File: config.mk
export PLATFORM = sky130hd
export DESIGN_NAME = nbit_adder_flat
export DESIGN_NICKNAME = d
export VERILOG_FILES = /design/src/rtl/nbit_adder_pkg.sv /design/src/rtl/nbit_adder_if.sv /design/src/rtl/nbit_adder_full_adder.sv /design/src/rtl/nbit_adder.sv /design/src/flat_wrapper.sv
export SDC_FILE = /design/constraint.sdc
export NUM_CORES = 1
export LEC_CHECK = 0
export ABC_AREA = 1
export CAP_MARGIN = 20
export CELL_PAD_IN_SITES_DETAIL_PLACEMENT = 0
export CELL_PAD_IN_SITES_GLOBAL_PLACEMENT = 1
export CORE_AREA = 5 5 42 44
export CTS_CLUSTER_SIZE = 10
export DETAILED_ROUTE_END_ITERATION = 6
export DIE_AREA = 0 0 47 49
export HOLD_SLACK_MARGIN = 0.06
export PLACE_DENSITY = 0.47
export RECOVER_POWER = 50
export SYNTH_ARGS = -nofsm -noshare
export SYNTH_HDL_FRONTEND = slang
export SYNTH_SLANG_ARGS = --single-unit
File: constraint.sdc
create_clock -name clk -period 1.2 [get_ports clk]
set_clock_uncertainty 0.2 [all_clocks]
set_input_delay 0.12 -clock clk [delete_from_list [all_inputs] [get_ports clk]]
set_output_delay 0.12 -clock clk [all_outputs]
set_load 0.1 [all_outputs]
File: src/rtl/nbit_adder_pkg.sv
// Shared constants for the plain wrapping adder block.
// Kept separate so other arithmetic leaves can agree on the default width.
package nbit_adder_pkg;

  localparam int NBIT_DEFAULT_WIDTH = 2;

endpackage

File: src/rtl/nbit_adder_if.sv
// Operand / result bundle for nbit_adder.
// The master drives the operands and the slave returns the combinational and registered results.
interface nbit_adder_if #(
  parameter int N = nbit_adder_pkg::NBIT_DEFAULT_WIDTH
);

  logic [N-1:0] A;
  logic [N-1:0] B;
  logic [N-1:0] C;
  logic         Cout;
  logic [N-1:0] C_q;
  logic         Cout_q;
  logic         Ovf_q;

  modport master (
    output A, B,
    input  C, Cout, C_q, Cout_q, Ovf_q
  );

  modport slave (
    input  A, B,
    output C, Cout, C_q, Cout_q, Ovf_q
  );

endinterface

File: src/rtl/nbit_adder_full_adder.sv
// One-bit full adder cell that nbit_adder chains into a ripple-carry adder.
module full_adder (
  input  logic a,
  input  logic b,
  input  logic cin,
  output logic s,
  output logic cout
);

  assign s    = a ^ b ^ cin;
  assign cout = (a & b) | (cin & (a ^ b));

endmodule

File: src/rtl/nbit_adder.sv
// N-bit ripple-carry adder with a combinational sum and a registered sum/carry/overflow copy.
// The registered copy clears asynchronously on rst_n low and captures on each rising edge.
module nbit_adder
  import nbit_adder_pkg::*;
#(
  parameter int N = NBIT_DEFAULT_WIDTH
) (
  input  logic         clk,
  input  logic         rst_n,
  nbit_adder_if.slave  bus
);

  logic [N:0]   carry;
  logic [N-1:0] sum;
  logic         ovf;

  assign carry[0] = 1'b0;

  generate
    for (genvar gi = 0; gi < N; gi++) begin : g_bit
      full_adder u_fa (
        .a    (bus.A[gi]),
        .b    (bus.B[gi]),
        .cin  (carry[gi]),
        .s    (sum[gi]),
        .cout (carry[gi+1])
      );
    end
  endgenerate

  // Signed overflow: like-signed operands whose sum flips the sign bit.
  assign ovf = (bus.A[N-1] == bus.B[N-1]) && (sum[N-1] != bus.A[N-1]);

  assign bus.C    = sum;
  assign bus.Cout = carry[N];

  always_ff @(posedge clk or negedge rst_n) begin
    if (!rst_n) begin
      bus.C_q    <= '0;
      bus.Cout_q <= 1'b0;
      bus.Ovf_q  <= 1'b0;
    end else begin
      bus.C_q    <= sum;
      bus.Cout_q <= carry[N];
      bus.Ovf_q  <= ovf;
    end
  end

endmodule

File: src/flat_wrapper.sv
// flat-port wrapper written by rule: the top's interface ports become plain ports
module nbit_adder_flat import nbit_adder_pkg::*;
#(
  parameter int N = NBIT_DEFAULT_WIDTH
)
  (clk, rst_n, bus_A, bus_B, bus_C, bus_Cout, bus_C_q, bus_Cout_q, bus_Ovf_q);
  nbit_adder_if #(.N(N)) bus_i ();
  input  logic clk;
  input  logic rst_n;
  input wire logic [$bits(bus_i.A)-1:0] bus_A;
  input wire logic [$bits(bus_i.B)-1:0] bus_B;
  output wire logic [$bits(bus_i.C)-1:0] bus_C;
  output wire logic [$bits(bus_i.Cout)-1:0] bus_Cout;
  output wire logic [$bits(bus_i.C_q)-1:0] bus_C_q;
  output wire logic [$bits(bus_i.Cout_q)-1:0] bus_Cout_q;
  output wire logic [$bits(bus_i.Ovf_q)-1:0] bus_Ovf_q;
  assign bus_i.A = bus_A;
  assign bus_i.B = bus_B;
  assign bus_C = bus_i.C;
  assign bus_Cout = bus_i.Cout;
  assign bus_C_q = bus_i.C_q;
  assign bus_Cout_q = bus_i.Cout_q;
  assign bus_Ovf_q = bus_i.Ovf_q;
  nbit_adder #(.N(N)) u_core (.clk(clk), .rst_n(rst_n), .bus(bus_i));
endmodule
==> run summary <==
The number of I/O port buffers came out at 12. The met1 routed wirelength after detailed routing came out at 159 µm. The tree built by TritonCTS fans out to 4 sinks. Max-cap violations in this run came to 0.

The die outline area came out at 2300 µm². The total nets after synthesis came out at 23. The floorplan row count is 14. The placed instance count is 42. The count of pins on the block boundary is 13. In the global route stage, overall resource usage came out at 0.0516. The number of endpoints with negative hold slack in the final report came to 0. The area used by multi-input combinational logic came out at between 70 and 80 µm². The first detailed-routing pass took 2 iterations. The smallest hold slack is 73.8 ps. The filler cell count is around 150. The maximum buffer depth of the clock tree is 2. The sequential standard cell area is 105 µm². The register bit count reported by yosys is 4. The library cells used most frequently in the layout, excluding fill and tap cells, are buf_12 (6), dfrtp_2 (4), clkbuf_4 (3), dlygate4sd3_1 (3), buf_4 (3).

The clock period minus worst slack is 1450 ps. In the final routed layout, each cell accounts on average for 9.26 µm. At the end of the flow, the number of nets in the layout was 42. Once placement finished, the instance area stood at 409 µm². The sequential fraction of the synthesis area came out at 0.559.

The pre-CTS setup slack came out at -651 ps. The effective utilization at floorplan is 0.128. The total wire length after detailed routing is 435 µm. Counting the buffers created by CTS gives 3. The setup fix buffers added after clock tree synthesis is 0. The clock tree from TritonCTS is built.

The synthesized instance count is 14. The worst min-delay path endpoint is u_core.bus.Cout_q$_DFF_PN0_. The first-pass GRT wire length is around 750 µm. The run finished, with violations left. The number of stages on the worst hold path is 2.

The clock-pin slew on the worst setup and hold paths came out at 40 ps. For the pin with the worst max-slew slack, the measured transition is 280 ps. The placeable core region came out at 1400 µm². The final non-filler cell area is 432 µm². The critical path is of the in2out type. The power density normalized to cell area is 1640 nW/µm². The total number of vias came out at 158.

The mean area per synthesized cell is around 13 µm². The worst setup slack after layout came out at -246 ps. STA classifies the critical path endpoint as an output pin. The startpoint identified for the worst hold timing path is bus_A[1]. The total count of max-transition violations in the final report came out at 0. The number of antenna violations at the first check in global routing came out at 0. Setup repair after global routing could not meet its margin everywhere.

The maximum fanout along the worst path is 4. The count of endpoints failing setup in the final report came out at 2. The area of the mapped netlist came out at between 150 and 200 µm². The number of remaining DRC errors came out at 0.

Dividing the final minimum period by the clock period gives 1.21. The data required time of the worst path is about 880 ps. The leading cell type in the layout, fill and taps excluded is buf_12. The checks that failed: negative setup slack. The finished layout holds 47 standard cells, fillers aside. The clock tree root driver cell is clkbuf_4. The number of distinct standard cells referenced by the synthesized netlist is 7. At the worst endpoint, the arrival time is 1130 ps. The number of warnings reported in the yosys synthesis log is 0. The fraction of final layout cells sized beyond drive strength 1 came out at 0.710. The remaining antenna violation count after routing is 0. The worst pin sits at a relative slew slack of 0.815. The met3 wirelength from detailed routing came out at 107 µm.

The first routing iteration left 2 violations. The total met2 wirelength after detailed routing is 169 µm. The leakage power of the design is 0.198 nW. STA classifies the critical path startpoint as an input port.

The class of the most critical hold timing path is in2reg. In this run the number of H-tree levels came out at 1. Measured along the x axis, the die boundary spans approximately 47 µm. IR analysis of the VDD net gives a maximum drop of 616 µV.

Entering global routing, the biggest net connects 5 pins. The aggregate global routing overflow is 0. The growth of design area from synthesis to finish came out at 141%. The repair_antennas step left the layout with diodes totalling 0.

The fmax came out at 691 MHz. The number of global-route vias before repair was 187. The average vias per placed instance is 3.36. The highest layer touched by signal routing is met3. The die is 49 µm tall. The weighted congestion reported at the end of routability-driven placement is about 0.67.
flip-flops by register name (all words and copies together) (netlist names):
register / cells
u_core.bus.C_q: 2
u_core.bus.Cout_q: 1
u_core.bus.Ovf_q: 1
synthesized netlist by cell type:
cell	count	area share
nand2_1	2	0.042
buf_4	2	0.084
nor2_1	2	0.042
dfrtp_1	4	0.56
inv_1	1	0.021
fa_1	1	0.11
ha_1	2	0.14
repair_timing:
action | in CTS | in global routing
gates cloned | 0 | 0
hold endpoints to repair | 5 | 0
gates resized for setup | 16 | 1
hold buffers | 2 | 0
setup endpoints to repair | 6 | 3
pin swaps | 2 | 0
layer usage:
| metal | GRT usage | vias to the layer above |
|---|---|---|
| met3 | 0.0775 | 0 |
| met2 | 0.0633 | 15 |
| met5 | 0 | - |
| met1 | 0.0467 | 68 |
| met4 | 0.0138 | 0 |
| li1 | - | 75 |
cell families after synthesis:
family,count (synthesis),synth area share
AND/OR/NAND/NOR,4,0.0839
adder cells (fa/ha/maj),3,0.252
buffers and inverters,3,0.105
flip-flops,4,0.559
worst max path at each step:
stage / from / endpoint / cells past startpoint
final: bus_A[0] / bus_C[1] / 4
after global routing: bus_A[0] / bus_C[1] / 4
after CTS: bus_A[0] / bus_C[1] / 4
after detailed placement: bus_B[0] / bus_C[1] / 4
after global placement: bus_B[0] / bus_C[1] / 4
after floorplan: bus_B[0] / bus_C[1] / 3
layout make-up:
cell class / instances / area share
Inverter: 1 / 0.00870
Clock buffer: 3 / 0.0522
Multi-Input combinational cell: 7 / 0.174
Sequential cell: 4 / 0.243
Timing Repair Buffer: 16 / 0.475
Tap cell: 16 / 0.0464
critical path, cell delays in order:
cell	delay [ps]
buf_6	100
ha_4	150
fa_2	580
buf_12	180
per-stage QoR:
step                      utilization  power (W)  TNS (ps)
after floorplan                     -   0.000421      -314
after global placement          0.292   0.000557     -2500
after detailed placement        0.292   0.000559     -2570
after CTS                       0.321   0.000740      -283
after global routing            0.308   0.000745      -309
final                           0.308   0.000708      -273
report_power, final:
group	total, W	switching (W)	internal (W)
Clock	0.000164	0.0000523	0.000112
Sequential	0.000167	0.0000131	0.000154
Combinational	0.000377	0.000244	0.000133
Total	0.000708	0.000309	0.000399
Note: power is estimated with default switching activity, not from simulation.
